`src/rtl/memory_arbiter_pkg.sv`:
```
// Shared types for the memory arbiter: requester index and the
// response-tracking tag carried alongside each command.
package memory_arbiter_pkg;

    localparam int MAX_REQ = 4;

    typedef logic [1:0] req_id_t;

    typedef struct packed {
        logic    rd;
        req_id_t id;
    } rsp_tag_t;

endpackage

```
`src/rtl/rr_arbiter.sv`:
```
// Round-robin arbiter: requester ptr has top priority, then ptr+1, ... mod N.
// No grant is issued while reset is high.
module rr_arbiter
    import memory_arbiter_pkg::*;
#(
    parameter int N = 2
) (
    input  logic         clk,
    input  logic         reset,
    input  logic [N-1:0] req,
    output logic [N-1:0] gnt,
    output req_id_t      gnt_id
);

    req_id_t ptr;

    always_comb begin
        int   idx;
        logic found;
        gnt    = '0;
        gnt_id = '0;
        found  = 1'b0;
        idx    = 0;
        if (!reset) begin
            for (int k = 0; k < N; k++) begin
                idx = (int'(ptr) + k) % N;
                if (!found && req[idx]) begin
                    found    = 1'b1;
                    gnt[idx] = 1'b1;
                    gnt_id   = req_id_t'(idx);
                end
            end
        end
    end

    always_ff @(posedge clk) begin
        if (reset) begin
            ptr <= '0;
        end else if (|gnt) begin
            ptr <= (gnt_id == req_id_t'(N - 1)) ? '0 : gnt_id + 2'd1;
        end
    end

endmodule

```
`src/rtl/memory_arbiter.sv`:
```
// Shares one single-port memory between NUM_REQ requesters: registers the
// winning command onto the mem_* pins and routes 1-cycle read data back.
module memory_arbiter
    import memory_arbiter_pkg::*;
#(
    parameter int ADDR_WIDTH = 2,
    parameter int DATA_WIDTH = 8,
    parameter int NUM_REQ    = 2
) (
    input  logic                          clk,
    input  logic                          reset,
    input  logic [NUM_REQ-1:0]            req_valid,
    input  logic [NUM_REQ-1:0]            req_we,
    input  logic [NUM_REQ*ADDR_WIDTH-1:0] req_addr,
    input  logic [NUM_REQ*DATA_WIDTH-1:0] req_wdata,
    output logic [NUM_REQ-1:0]            req_gnt,
    output logic [NUM_REQ-1:0]            rsp_valid,
    output logic [DATA_WIDTH-1:0]         rsp_rdata,
    output logic [ADDR_WIDTH-1:0]         mem_addr,
    output logic                          mem_wr_en,
    output logic                          mem_rd_en,
    output logic [DATA_WIDTH-1:0]         mem_wdata,
    input  logic [DATA_WIDTH-1:0]         mem_rdata
);

    logic [NUM_REQ-1:0]    gnt;
    req_id_t               gnt_id;
    logic                  sel_we;
    logic [ADDR_WIDTH-1:0] sel_addr;
    logic [DATA_WIDTH-1:0] sel_wdata;
    rsp_tag_t              tag1;
    rsp_tag_t              tag2;

    rr_arbiter #(.N(NUM_REQ)) u_rr (
        .clk    (clk),
        .reset  (reset),
        .req    (req_valid),
        .gnt    (gnt),
        .gnt_id (gnt_id)
    );

    assign req_gnt = gnt;

    // gnt is one-hot, so an OR-style mux over the requester slices suffices
    always_comb begin
        sel_we    = 1'b0;
        sel_addr  = '0;
        sel_wdata = '0;
        for (int i = 0; i < NUM_REQ; i++) begin
            if (gnt[i]) begin
                sel_we    = req_we[i];
                sel_addr  = req_addr[i*ADDR_WIDTH +: ADDR_WIDTH];
                sel_wdata = req_wdata[i*DATA_WIDTH +: DATA_WIDTH];
            end
        end
    end

    always_ff @(posedge clk) begin
        if (reset) begin
            mem_addr  <= '0;
            mem_wdata <= '0;
            mem_wr_en <= 1'b0;
            mem_rd_en <= 1'b0;
            tag1      <= '0;
            tag2      <= '0;
        end else begin
            if (|gnt) begin
                mem_addr  <= sel_addr;
                mem_wdata <= sel_wdata;
                mem_wr_en <= sel_we;
                mem_rd_en <= ~sel_we;
                tag1.rd   <= ~sel_we;
                tag1.id   <= gnt_id;
            end else begin
                mem_wr_en <= 1'b0;
                mem_rd_en <= 1'b0;
                tag1      <= '0;
            end
            tag2 <= tag1;
        end
    end

    always_comb begin
        rsp_valid = '0;
        for (int i = 0; i < NUM_REQ; i++) begin
            rsp_valid[i] = tag2.rd && (tag2.id == req_id_t'(i));
        end
    end

    assign rsp_rdata = mem_rdata;

endmodule

```
`config.mk`:
```
export PLATFORM = sky130hd
export DESIGN_NAME = memory_arbiter
export DESIGN_NICKNAME = d
export VERILOG_FILES = /design/src/rtl/memory_arbiter_pkg.sv /design/src/rtl/rr_arbiter.sv /design/src/rtl/memory_arbiter.sv
export SDC_FILE = /design/constraint.sdc
export NUM_CORES = 1
export LEC_CHECK = 0
export CAP_MARGIN = 20
export CORE_MARGIN = 1.5
export CORE_UTILIZATION = 31
export DETAILED_ROUTE_END_ITERATION = 7
export PLACE_DENSITY = 0.88
export SYNTH_ARGS = -nofsm -noshare
export SYNTH_HDL_FRONTEND = slang
export SYNTH_SLANG_ARGS = --single-unit
```
`constraint.sdc`:
```
create_clock -name clk -period 1.3 [get_ports clk]
set_input_delay 0.325 -clock clk [delete_from_list [all_inputs] [get_ports clk]]
set_output_delay 0.325 -clock clk [all_outputs]
set_load 0.01 [all_outputs]
```
---- Yosys cells after proc, flatten, opt, wreduce, memory -nomap -nowiden ----
Cells that the tools add are included.
operators by class
  reductions and logical operators ........ 9
  bitwise logic cells ..................... 4
  equality and inequality tests ........... 2
  add/subtract/negate cells ............... 2
  order comparisons ....................... 4
  multiplexer cells ....................... 25
operator list
  kind                 number
  $mux 2               8
  $mux 8               2
  $mux 1               13
  $logic_and 1x1->1    5
  $eq 2x1->1 const B   2
  $reduce_or 2->1      2
  $lt 2x3->1 const B   1
  $add 1x1->1 const B  2
  $demux 1 s1          2
  $ge 2x1->1 const B   1
  $logic_not 2->1      1
  $lt 1x2->1 const B   1
  $not 1->1            2
  $or 2x2->2           1
  $and 1x1->1 const A  1
  $ge 1x1->1 const B   1
  $logic_not 1->1      1
storage, ports and cells
  register bits after elaboration ......... 18
  input port bits ......................... 34
  logic and storage cells ................. 54

---- Logic depth before layout (Yosys ltp) ----
  depth in word-level cells ............... 12
  gate-level depth with buffers ........... 4
  depth with buffers taken out ............ 3

---- Modules after synthesis ----
Synthesis repeated with hierarchy kept, for this count alone.
second synthesis, totals
  cells, all modules ...................... 84
  area, all modules ....................... 825.8 um2
modules (own cells, without submodules)
  module          cells an instance  area each (um2)  instances
  memory_arbiter  75                 754.5            1
  rr_arbiter      9                  71.3             1

---- Least setup slack after synthesis ----
Ideal clock, no wire load.
  kind .................................... in2out
  start point ............................. input port req_valid[0]
  end point ............................... output port req_gnt[1]
  slack ................................... 112 ps
  data arrival time ....................... 863 ps
  buffers on the path ..................... 1
  stages .................................. 3
  cell sequence ........................... nor2b_2 -> nor3b_2 -> buf_6
on the way
  cells in the longest elaborated chain, start to end .. 8
ends and longest elaborated chain
  element                                    line                  RTL
  start, declared                            memory_arbiter.sv:12  input logic [NUM_REQ-1:0] req_valid,
  $mux 1 (not written as such) (2 in a row)  rr_arbiter.sv:27      if (!found && req[idx]) begin
  $mux 1                                     rr_arbiter.sv:27
  $mux 1                                     rr_arbiter.sv:24      if (!reset) begin
  $logic_not 1->1                            rr_arbiter.sv:27
  $logic_and 1x1->1                          rr_arbiter.sv:27
  $mux 2 *                                   rr_arbiter.sv:27
  $mux 2 *                                   rr_arbiter.sv:24
  end, declared                              memory_arbiter.sv:16  output logic [NUM_REQ-1:0] req_gnt,
Every way passes the cells marked *; elsewhere a longest branch is shown, timed or not. The select of a mux whose other input is x is not followed.

---- Final worst setup path ----
  start point ............................. register u_rr.ptr[0]
  end point ............................... output port req_gnt[1]
on the way
  cells in the longest elaborated chain, start to end .. 9
ends and longest elaborated chain
  element                                                                        line                                RTL
  start, declared                                                                rr_arbiter.sv:15                    req_id_t ptr;
  start signal, assigned                                                         rr_arbiter.sv:40                    ptr <= (gnt_id == req_id_t'(N - 1)) ? '0 : gnt_id + 2'd1;
  $add 1x1->1, or another cell as far along                                      rr_arbiter.sv:26                    idx = (int'(ptr) + k) % N;
  $and 1x1->1 (no source line) / $logic_and 1x1->1 (equally long branches)       -
  $lt 2x3->1 (not written as such), or another cell as far along                 rr_arbiter.sv:29                    gnt[idx] = 1'b1;
  $logic_and 1x1->1 (not written as such) / $demux 1 s1 (equally long branches)  -
  $mux 1 (not written as such) / $mux 2 (equally long branches)                  rr_arbiter.sv:29, rr_arbiter.sv:27
  $demux 1 s1 / $mux 2 (equally long branches)                                   -
  $or 2x2->2 (no source line)                                                    -
  $mux 2 *                                                                       rr_arbiter.sv:27
  $mux 2 *                                                                       rr_arbiter.sv:24
Marked as above.

==> flow_summary.toml <==
[run_status]
status = "finished, violations left"
violations = "negative setup slack"

[timing]
finalMaxSlewViolations = 0
max_slew_margin = 0.856
max_freq_mhz = 714
fin_ws_ps = -101
setup_violations = 2
timing_hold_violations_final = 0
rsz0062_at_grt = "true"
finalCriticalPeriod_ps = 1400
clock_skew_ps = 1.67
period_share = 1.08
worstMarginPinSlew_ps = 215

[yosys]
synth_edf_count = 0
syn-num-nets = 96
netlist_instances = 62
syn-cell-area_um2 = 694
synth_cell_types = 20
ys_warn_count = 0
syn_avg_cell_area_um2 = 11.2
ys_dominant_reg_cell = "dfxtp_1"
async_flop_share = 0
synth_seq_cells = 16
yosysSeqAreaShare = 0.461

[worst_setup_path]
critPathRequiredTime_ps = 980
cp_max_fo = 3
start_kind = "flop"
critical_path.cell_chain = "nor2b_4 -> nor3b_4 -> buf_2"
r2r-start = "u_rr.ptr[0]"
critPathMaxStageDelay_ps = 390
reg2reg_depth = 4
worstSetupPathType = "reg -> out"
arrival_ps = 1080
reg2reg_slack_ps = 110
critPathSlowestCell = "dfxtp_4"
r2r-end = "mem_wdata[5]"
endpoint_kind = "output pin"

[min_path]
hold_depth = 3
hp-start = "reset"
hold_end = "tag1[2]"
hold_path.class = "in -> reg"

[detailed_routing]
drc = 0
first_pass_iters = 2
vias = 618
first_iter_violations = 4
drt-total-wl_um = 1710
wl_per_cell_um = 12.7
detail-route-antenna-nets = 0
vias_per_cell = 4.61

[floorplan]
core-area_um2 = 2040
io_pins = 58
die_x_um = 50.3
start_util = 0.340
rows = 16
dieArea_um2 = 2530
die_y_um = 50.3

[place]
dp_cells = 130
gp_congestion = 0.705
dp_hpwl_um = 1290
dpl_worst_slack_ps = -764
post_dp_cell_area_um2 = 1130
port_buffers = 41

[layout]
drive_above_1_share = 0.271
num_antenna_cells = 0
syn_to_final_growth_pct = 64.5
final_core_util = 0.559
n_fill_cell = 194
nNetsFinal = 143
final_cells = 134
fin_area_um2 = 1140

[clock_tree]
h-tree-depth = 1
tritoncts = "done"
cts_sinks = 16
clk_pin_slew_worst_paths_ps = 80
cts-root-buf = "clkbuf_4"
clock_latency_ps = 270
hold_buffers = 0
cts_buffer_depth = 2
cts_buffers = 3

[grt]
antenna_found_initial = 0
grt_pass1_wl_um = 2790
grt_pass1_vias = 626
grt_start_max_net_pins = 12
grt.total_usage = 0.147
grt-ovfl-total = 0

[job]
drv_cap = 0

[power]
vdd.ir_drop.worst_v = 0.000521
p_per_area_nw_per_um2 = 905
power_leakage_nw = 0.527
fin_total_pwr_mw = 1.03
metrics by stage:
step           hold WS (ps)  setup TNS, ps
6_report                441           -197
5_1_grt                 441           -306
4_1_cts                 458           -252
3_5_place_dp            436          -6950
3_3_place_gp            416          -6460
2_1_floorplan           394              0
flip-flops by register name (all words and copies together), names as in the netlist:
register and flops:
mem_addr 2, u_rr.ptr 1, mem_wr_en 1, mem_wdata 8, tag1 2, tag2 2
cell usage in the layout (no fill, tap or decap):
cell type        instances
a21oi_1                  1
a22o_2                   1
buf_4                   11
nor3_2                   1
a211oi_1                 1
clkdlybuf4s15_1          1
clkbuf_4                 3
nor2b_4                  1
dlygate4sd2_1           13
clkbuf_2                 3
clkdlybuf4s50_1         22
nor2b_1                  1
dfxtp_1                 15
a221o_1                  8
a211o_1                  1
and2_1                  11
nor3b_1                  1
nor2_1                   1
a211oi_4                 1
or3b_2                   1
inv_2                    1
dfxtp_4                  1
a221o_2                  2
nor3b_4                  1
buf_2                    2
and2b_1                  2
per-layer routing:
layer	global-route usage	part of all wire	vias up
li1	-	-	310
met1	0.170	0.41	286
met2	0.252	0.53	20
met3	0.0387	0.060	2
met4	0.0676	0.0023	0
met5	0	0	-
where the power goes:
part / total (mW) / switching [mW] / internal (mW)
clock: 0.245 / 0.138 / 0.107
sequential: 0.543 / 0.0165 / 0.526
combinational: 0.246 / 0.0888 / 0.157
total: 1.03 / 0.243 / 0.790
worst max-delay path: cells and delay by family (launching register included):
| family | cells | cell delay [ps] |
|---|---|---|
| buf+inv | 1 | 160 |
| flops | 1 | 390 |
| simple gates | 2 | 240 |
worst max path at each step:
| stage | startpoint | end | slack, ps | cells past startpoint |
|---|---|---|---|---|
| after floorplan | req_valid[0] | req_gnt[1] | 110 | 3 |
| after global placement | req_valid[0] | req_gnt[1] | -770 | 4 |
| after detailed placement | req_valid[0] | req_gnt[1] | -760 | 4 |
| after CTS | u_rr.ptr[0] | req_gnt[1] | -150 | 3 |
| after global routing | u_rr.ptr[0] | req_gnt[1] | -170 | 3 |
| final | u_rr.ptr[0] | req_gnt[1] | -100 | 3 |
cells in the mapped netlist, types with 2 or more instances:
master    n  area, um^2
dfxtp_1  16         320
and2_1   11        68.8
a221o_1   8        80.1
buf_4     8        60.1
a221o_2   2        22.5
and2b_1   2        15.0
buf_6     2        22.5
final cells by class:
cell class | instances | area, um^2 | area share
Sequential cell | 16 | 324 | 0.284
Timing Repair Buffer | 52 | 452 | 0.395
Multi-Input combinational cell | 35 | 307 | 0.268
Inverter | 1 | 3.75 | 0.00329
Tap cell | 27 | 33.8 | 0.0296
Clock buffer | 3 | 22.5 | 0.0197
what timing repair did:
| action | in CTS | in global routing |
|---|---|---|
| pin swaps | 2 | 1 |
| buffers inserted | 1 | 0 |
| endpoints found under the setup margin | 27 | 11 |
| gates resized for setup | 33 | 5 |
kinds of logic after synthesis:
group | count (synthesis) | synth area share
and+or+nand+nor | 20 | 0.204
DFF | 16 | 0.461
AOI/OAI and AO/OA | 15 | 0.211
buffers and inverters | 11 | 0.124
No activity file was read; power rests on OpenSTA's default activity.
